[config.mk]
export PLATFORM = sky130hd
export DESIGN_NAME = pc_unit
export DESIGN_NICKNAME = d
export VERILOG_FILES = /design/src/rtl/pc_unit.sv
export SDC_FILE = /design/constraint.sdc
export NUM_CORES = 1
export LEC_CHECK = 0
export BUFFER_PORTS_ARGS = -buffer_cell sky130_fd_sc_hd__buf_4
export CORE_ASPECT_RATIO = 2
export CORE_MARGIN = 10
export CORE_UTILIZATION = 50
export DETAILED_ROUTE_END_ITERATION = 12
export PLACE_DENSITY = 0.72
export SLEW_MARGIN = 30
export SYNTH_ARGS = -nofsm -noshare
export SYNTH_HDL_FRONTEND = slang
export SYNTH_SLANG_ARGS = --single-unit
[constraint.sdc]
create_clock -name clk -period 3.05 [get_ports clk]
set_clock_uncertainty 0.15 [all_clocks]
set_input_delay 0.61 -clock clk [delete_from_list [all_inputs] [get_ports clk]]
set_output_delay 0.61 -clock clk [all_outputs]
set_load 0.005 [all_outputs]
[src/rtl/pc_unit.sv]
// rtl/pc_unit.sv - program-counter generator with prioritised redirects
// Optional feature macro: PC_RAS_EN (return-address stack for ret prediction).
// Ports:
//   clk, rst            clock; asynchronous active-high reset
//   pc_en               advance enable (0 = stall)
//   set_en, set_addr    trap/set redirect request and target
//   br_taken, br_off    taken conditional branch, signed 13-bit offset
//   jmp_valid           resolved JAL/JALR; jmp_is_reg selects JALR
//   jmp_imm, reg_data   JAL offset / JALR immediate, rs1 value for JALR
//   jmp_call, jmp_ret   call / return hints feeding the return-address stack
//   pc_addr             current fetch address
//   redirect            pulse: pc_addr holds a non-sequential target
//   misalign            pulse: that target has bit 1 set
//   ras_hit             pulse: the JALR target came from the return-address stack
module pc_unit #(
  parameter int              XLEN      = 32,
  parameter logic [XLEN-1:0] RESET_VEC = '0,
  parameter int              JAL_LAG   = 8,
  parameter int              BR_LAG    = 12,
  parameter int              RAS_DEPTH = 4
) (
  input  logic            clk,
  input  logic            rst,
  input  logic            pc_en,
  input  logic            set_en,
  input  logic [XLEN-1:0] set_addr,
  input  logic            br_taken,
  input  logic [12:0]     br_off,
  input  logic            jmp_valid,
  input  logic            jmp_is_reg,
  input  logic [20:0]     jmp_imm,
  input  logic [XLEN-1:0] reg_data,
  input  logic            jmp_call,
  input  logic            jmp_ret,
  output logic [XLEN-1:0] pc_addr,
  output logic            redirect,
  output logic            misalign,
  output logic            ras_hit
);

  localparam logic [XLEN-1:0] JAL_LAG_V = XLEN'(JAL_LAG);
  localparam logic [XLEN-1:0] BR_LAG_V  = XLEN'(BR_LAG);
  localparam logic [XLEN-1:0] STEP_V    = XLEN'(4);
  localparam logic [XLEN-1:0] LSB_MASK  = ~XLEN'(1);

  logic [XLEN-1:0] br_target;
  logic [XLEN-1:0] jal_target;
  logic [XLEN-1:0] jalr_calc;
  logic [XLEN-1:0] jalr_target;
  logic [XLEN-1:0] next_pc;
  logic            take_set;
  logic            take_br;
  logic            take_jmp;
  logic            take_jal;
  logic            take_jalr;
  logic            take_seq;
  logic            take_redir;

  // Fixed priority: set > branch > jump > sequential. A branch is taken even
  // while stalled because the execute stage has already committed to it.
  assign take_set   = set_en & pc_en;
  assign take_br    = br_taken & ~take_set;
  assign take_jmp   = jmp_valid & pc_en & ~take_set & ~br_taken;
  assign take_jal   = take_jmp & ~jmp_is_reg;
  assign take_jalr  = take_jmp & jmp_is_reg;
  assign take_seq   = pc_en & ~take_set & ~br_taken & ~jmp_valid;
  assign take_redir = take_set | take_br | take_jmp;

  // PC-relative targets are resolved in execute while fetch has run ahead,
  // so the lag constants pull them back to the jumping instruction.
  assign br_target  = pc_addr + {{(XLEN-13){br_off[12]}}, br_off} - BR_LAG_V;
  assign jal_target = pc_addr + {{(XLEN-21){jmp_imm[20]}}, jmp_imm} - JAL_LAG_V;
  assign jalr_calc  = (reg_data + {{(XLEN-12){jmp_imm[11]}}, jmp_imm[11:0]}) & LSB_MASK;

`ifdef PC_RAS_EN
  localparam int               PTR_W   = (RAS_DEPTH > 1) ? $clog2(RAS_DEPTH) : 1;
  localparam int               CNT_W   = $clog2(RAS_DEPTH + 1);
  localparam logic [CNT_W-1:0] CNT_MAX = CNT_W'(RAS_DEPTH);

  logic [XLEN-1:0]  ras_mem [RAS_DEPTH];
  logic [PTR_W-1:0] ras_ptr;
  logic [PTR_W-1:0] top_ptr;
  logic [PTR_W-1:0] push_idx;
  logic [CNT_W-1:0] ras_cnt;
  logic             ras_push;
  logic             ras_pop;
  logic [XLEN-1:0]  ras_push_val;
  logic             ras_hit_q;

  // ras_ptr is the next free slot; the top of stack sits one below it.
  assign top_ptr      = ras_ptr - PTR_W'(1);
  assign ras_pop      = take_jalr & jmp_ret & (ras_cnt != '0);
  assign ras_push     = take_jmp & jmp_call;
  assign ras_push_val = pc_addr - JAL_LAG_V + STEP_V;
  // A coroutine swap pops then pushes, so the new entry replaces the top.
  assign push_idx     = ras_pop ? top_ptr : ras_ptr;
  assign jalr_target  = ras_pop ? (ras_mem[top_ptr] & LSB_MASK) : jalr_calc;
  assign ras_hit      = ras_hit_q;

  always_ff @(posedge clk or posedge rst) begin
    if (rst) begin
      ras_ptr   <= '0;
      ras_cnt   <= '0;
      ras_hit_q <= 1'b0;
    end else begin
      ras_hit_q <= ras_pop;
      if (ras_pop && !ras_push) begin
        ras_ptr <= top_ptr;
        ras_cnt <= ras_cnt - CNT_W'(1);
      end else if (ras_push && !ras_pop) begin
        // When full the pointer wraps onto the oldest entry and overwrites it.
        ras_ptr <= ras_ptr + PTR_W'(1);
        if (ras_cnt != CNT_MAX) begin
          ras_cnt <= ras_cnt + CNT_W'(1);
        end
      end
    end
  end

  // Entry contents need no reset: the count gates every read.
  always_ff @(posedge clk) begin
    if (ras_push) begin
      ras_mem[push_idx] <= ras_push_val;
    end
  end
`else
  logic unused_ras;

  assign unused_ras  = jmp_call ^ jmp_ret ^ (RAS_DEPTH > 1);
  assign jalr_target = jalr_calc;
  assign ras_hit     = 1'b0;
`endif

  always_comb begin
    next_pc = pc_addr;
    if (take_set) begin
      next_pc = set_addr;
    end else if (take_br) begin
      next_pc = br_target;
    end else if (take_jal) begin
      next_pc = jal_target;
    end else if (take_jalr) begin
      next_pc = jalr_target;
    end else if (take_seq) begin
      next_pc = pc_addr + STEP_V;
    end
  end

  // Status pulses are registered with the PC so they line up with the new address.
  always_ff @(posedge clk or posedge rst) begin
    if (rst) begin
      pc_addr  <= RESET_VEC;
      redirect <= 1'b0;
      misalign <= 1'b0;
    end else begin
      pc_addr  <= next_pc;
      redirect <= take_redir;
      misalign <= take_redir & next_pc[1];
    end
  end

endmodule

==> report_table.html <==
<table>
<tr><th>Metric</th><th>Value</th></tr>
<tr><th colspan="2">GRT</th></tr>
<tr><td>Largest net degree at the start of global routing</td><td>35</td></tr>
<tr><td>Number of antenna violations at the first check in global routing</td><td>0</td></tr>
<tr><td>Vias in the first global route</td><td>about 12k</td></tr>
<tr><td>Global-route wire length before repair</td><td>~63000 um</td></tr>
<tr><td>Total routing usage reported by global routing</td><td>0.330</td></tr>
<tr><td>Overflow left after global routing</td><td>0</td></tr>
<tr><th colspan="2">Cells and area</th></tr>
<tr><td>Fraction of the core area covered by cells at the end of the flow</td><td>0.818</td></tr>
<tr><td>Post-route insts no fill</td><td>1949</td></tr>
<tr><td>Highest-count cells in the layout ignoring fill and taps</td><td>481 x sky130_fd_sc_hd__buf_4, 170 x sky130_fd_sc_hd__inv_1, 103 x sky130_fd_sc_hd__nand2_1, 101 x sky130_fd_sc_hd__ha_1, 88 x sky130_fd_sc_hd__a21oi_1</td></tr>
<tr><td>Diodes inserted</td><td>0</td></tr>
<tr><td>Share of cells above drive strength 1</td><td>0.421</td></tr>
<tr><td>Most common cell after layout, fill and taps aside</td><td>sky130_fd_sc_hd__buf_4</td></tr>
<tr><td>Final Net Count</td><td>1998</td></tr>
<tr><td>Layout area overhead</td><td>61.2%</td></tr>
<tr><th colspan="2">Clock network</th></tr>
<tr><td>Clock Tree Root</td><td>sky130_fd_sc_hd__clkbuf_16</td></tr>
<tr><td># hold bufs at CTS</td><td>0</td></tr>
<tr><td>Clock tree from TritonCTS</td><td>yes</td></tr>
<tr><td>Cts bufs inserted</td><td>5</td></tr>
<tr><td>Buffer depth of the longest clock path</td><td>2</td></tr>
<tr><td>Clock latency on the worst-skew pair</td><td>300 ps</td></tr>
<tr><td>Clock transition time at the flip-flop clock pins of the worst setup and hold paths</td><td>~70 ps</td></tr>
<tr><td>TritonCTS Sinks</td><td>34</td></tr>
<tr><td>Number of H-tree levels</td><td>2</td></tr>
<tr><th colspan="2">Drt</th></tr>
<tr><td>Routed wire length per instance</td><td>~22 um</td></tr>
<tr><td>Wirelength, routed</td><td>43800 um</td></tr>
<tr><td>Overall via count from detail_route</td><td>12.0k</td></tr>
<tr><td>Routed vias/inst</td><td>just over 6</td></tr>
<tr><td>Number of routed nets with antenna violations</td><td>0</td></tr>
<tr><td>Drt first-iter violations</td><td>780</td></tr>
<tr><td>DRC violations left</td><td>0</td></tr>
<tr><td>First-pass DRT Iterations</td><td>5</td></tr>
<tr><th colspan="2">Floorplanning</th></tr>
<tr><td>Total die area</td><td>roughly 24000 um^2</td></tr>
<tr><td>Number of core rows</td><td>a little under 70</td></tr>
<tr><td>Top-level port count</td><td>about 140</td></tr>
<tr><td>Starting density of the core</td><td>0.508</td></tr>
<tr><td>Core Region</td><td>17800 um^2</td></tr>
<tr><td>Horizontal extent of the die</td><td>~120 um</td></tr>
<tr><td>Die Ht</td><td>between 200 and 250 um</td></tr>
<tr><th colspan="2">STA</th></tr>
<tr><td>Achievable clock frequency</td><td>~290 MHz</td></tr>
<tr><td>RSZ-0062 raised after global routing</td><td>true</td></tr>
<tr><td>Number of endpoints failing setup at the final stage</td><td>23</td></tr>
<tr><td>Period minus WS final</td><td>3490 ps</td></tr>
<tr><td>Hold Fails Final Rpt</td><td>0</td></tr>
<tr><td>Fin worst setup slack</td><td>-436 ps</td></tr>
<tr><td>Slew @ Worst Pin</td><td>approximately 810 ps</td></tr>
<tr><td>Final period utilization</td><td>1.14</td></tr>
<tr><td>Number of pins exceeding their max-slew limit in the final report</td><td>0</td></tr>
<tr><td>Setup total negative slack</td><td>-4940 ps</td></tr>
<tr><td>Max-slew headroom at the worst pin</td><td>0.458</td></tr>
<tr><td>Smallest hold slack</td><td>a little over 300 ps</td></tr>
<tr><th colspan="2">Synth</th></tr>
<tr><td>Number of synthesized flops with an enable pin</td><td>0</td></tr>
<tr><td>Number of distinct standard cells referenced by the synthesized netlist</td><td>82</td></tr>
<tr><td>Total of flip-flops plus latches after synthesis</td><td>34</td></tr>
<tr><td>Part of the Yosys area used for sequential elements</td><td>0.0942</td></tr>
<tr><td>Library cell occupying the most area in the post-synthesis netlist</td><td>sky130_fd_sc_hd__ha_1</td></tr>
<tr><td>Post-synthesis average cell area</td><td>around 7.1 um^2</td></tr>
<tr><td>Synth Net Count</td><td>1530</td></tr>
<tr><td>Yosys warning count</td><td>0</td></tr>
<tr><td>Leading post-synthesis cells by cell area</td><td>sky130_fd_sc_hd__ha_1 21%, sky130_fd_sc_hd__dfrtp_1 9.4%, sky130_fd_sc_hd__inv_1 8.3%</td></tr>
<tr><td>Synthesized instance count</td><td>about 1.3k</td></tr>
<tr><td>Summed instance area of the synthesized netlist</td><td>about 9000 um^2</td></tr>
<tr><td>Portion of synthesized cell area occupied by the leading cell type</td><td>0.212</td></tr>
<tr><td>Primary flip-flop cell chosen by synthesis mapping</td><td>sky130_fd_sc_hd__dfrtp_1</td></tr>
<tr><td>Fraction of registers with async set/reset</td><td>1.00</td></tr>
<tr><th colspan="2">Worst hold path</th></tr>
<tr><td>Hold/Removal Path Class</td><td>input pin to async pin</td></tr>
<tr><th colspan="2">Critical path</th></tr>
<tr><td>Required @ worst endpoint</td><td>between 3000 and 4000 ps</td></tr>
<tr><td>Element type at the critical path start</td><td>flop</td></tr>
<tr><td>Data arrival time of the critical path</td><td>3520 ps</td></tr>
<tr><td>CP max FO</td><td>3</td></tr>
<tr><td>Sort of element at the end of the critical path</td><td>flop</td></tr>
<tr><td>Critical path type</td><td>flop to flop</td></tr>
<tr><th colspan="2">Pwr</th></tr>
<tr><td>Cell leakage power</td><td>approximately 6.9 nW</td></tr>
<tr><td>Power per unit of standard cell area</td><td>roughly 1200 nW/um^2</td></tr>
<tr><td>IR Drop Worst-Case VDD</td><td>around 0.0011 V</td></tr>
<tr><th colspan="2">Placed design</th></tr>
<tr><td>I/O Buffers</td><td>approximately 140</td></tr>
<tr><td># placed instances</td><td>between 1.5k and 2k</td></tr>
<tr><td>Final GP Congestion</td><td>roughly 1.1</td></tr>
<tr><td>Half-perimeter wire length of the detailed placement result</td><td>around 34000 um</td></tr>
<tr><th colspan="2">Outcome</th></tr>
<tr><td>Failing checks</td><td>setup timing</td></tr>
<tr><td>Result of the run</td><td>finished, violations left</td></tr>
<tr><th colspan="2">Run</th></tr>
<tr><td>Max-cap violation count</td><td>0</td></tr>
</table>
## cell families after synthesis
group | Yosys count | synth area share
AOI/OAI and AO/OA | 396 | 0.298
xor gates and xnor gates | 98 | 0.0951
adders and majority gates | 156 | 0.219
buffers and inverters | 238 | 0.0993
DFF | 34 | 0.0942
muxes | 13 | 0.0144
other | 1 | 0.000415
and+or+nand+nor | 331 | 0.180
## stage by stage
stage | worst slack, ps | area (um^2) | total power, W
after floorplan | -442 | 9260 | 0.00774
after global placement | -758 | 12900 | 0.0129
after detailed placement | -864 | 12900 | 0.0131
after CTS | -402 | 13700 | 0.0149
after global routing | -510 | 14600 | 0.0180
final | -436 | 14600 | 0.0168
## layer usage
metal | GRT usage | vias up | wire length (um)
li1 | - | 5464 | -
met2 | 0.608 | 631 | 23200
met5 | 0 | - | 0
met4 | 0.317 | 0 | 4820
met1 | 0.290 | 5629 | 13400
met3 | 0.0415 | 274 | 2340
## state kept, by name, summed over array words and instances (netlist names)
register  count
pc_addr      32
redirect      1
misalign      1
## synthesized netlist by cell type (8+ instances only)
library cell / number
sky130_fd_sc_hd__xor2_1: 30
sky130_fd_sc_hd__a221oi_1: 16
sky130_fd_sc_hd__nor2_1: 73
sky130_fd_sc_hd__o22ai_1: 10
sky130_fd_sc_hd__o31ai_1: 8
sky130_fd_sc_hd__a31oi_1: 15
sky130_fd_sc_hd__dfrtp_1: 34
sky130_fd_sc_hd__or3_1: 8
sky130_fd_sc_hd__o21a_1: 8
sky130_fd_sc_hd__nor2b_1: 14
sky130_fd_sc_hd__o21bai_1: 9
sky130_fd_sc_hd__nor3_1: 22
sky130_fd_sc_hd__and2_1: 14
sky130_fd_sc_hd__o21ai_0: 65
sky130_fd_sc_hd__ha_1: 153
sky130_fd_sc_hd__a211oi_1: 21
sky130_fd_sc_hd__inv_1: 199
sky130_fd_sc_hd__nand3_1: 18
sky130_fd_sc_hd__xnor2_1: 68
sky130_fd_sc_hd__nand4_1: 23
sky130_fd_sc_hd__clkbuf_1: 36
sky130_fd_sc_hd__a22oi_1: 9
sky130_fd_sc_hd__and3_1: 13
sky130_fd_sc_hd__o21ai_1: 10
sky130_fd_sc_hd__nand2b_1: 10
sky130_fd_sc_hd__nand2_1: 105
sky130_fd_sc_hd__o211ai_1: 21
sky130_fd_sc_hd__a21o_1: 30
sky130_fd_sc_hd__mux2i_1: 13
sky130_fd_sc_hd__a21oi_1: 109
## layout make-up
class                           instances  area (um^2)
Timing Repair Buffer                  499         3830
Multi-Input combinational cell        995         8640
Sequential cell                        34          852
Clock inverter                          2         60.1
Tap cell                              213          267
Clock buffer                            6          139
Fill cell                            1212         3230
Inverter                              200          763
## report_power, final
part / internal [W] / switching [W] / total (W)
sequential: 0.000663 / 0.000170 / 0.000834
combinational: 0.00744 / 0.00781 / 0.0152
clock: 0.000493 / 0.000257 / 0.000749
## repair_timing
item	4_1_cts	5_1_grt
pin swaps	52	89
setup endpoints to repair	23	26
buffers inserted	12	18
resized for setup	100	134
## critical path, stage by stage, from the launching register on
cell	delay, ps
sky130_fd_sc_hd__dfrtp_1	420
sky130_fd_sc_hd__ha_4	290
sky130_fd_sc_hd__ha_4	150
sky130_fd_sc_hd__inv_2	50
sky130_fd_sc_hd__fa_2	370
sky130_fd_sc_hd__nor2b_4	170
sky130_fd_sc_hd__o2111ai_4	190
sky130_fd_sc_hd__a211oi_4	320
sky130_fd_sc_hd__o21ai_2	130
sky130_fd_sc_hd__a311o_2	400
sky130_fd_sc_hd__a31o_4	260
sky130_fd_sc_hd__o31ai_4	60
sky130_fd_sc_hd__o21ai_1	80
sky130_fd_sc_hd__o32a_1	330
## final timing paths
| check | start | end | slack (ps) | depth (start not counted) |
|---|---|---|---|---|
| worst max-delay path | pc_addr[1] | pc_addr[29] | -440 | 13 |
| worst min register to register | pc_addr[29] | pc_addr[29] | 400 | 1 |
| worst max register to register | pc_addr[1] | pc_addr[29] | -440 | 13 |
| min in group clk | pc_addr[29] | pc_addr[29] | 400 | 1 |
| worst min-delay path | rst | pc_addr[17] | 310 | 3 |
| max in group asynchronous | rst | pc_addr[3] | 2040 | 3 |
(Power assumes the default switching activity.)
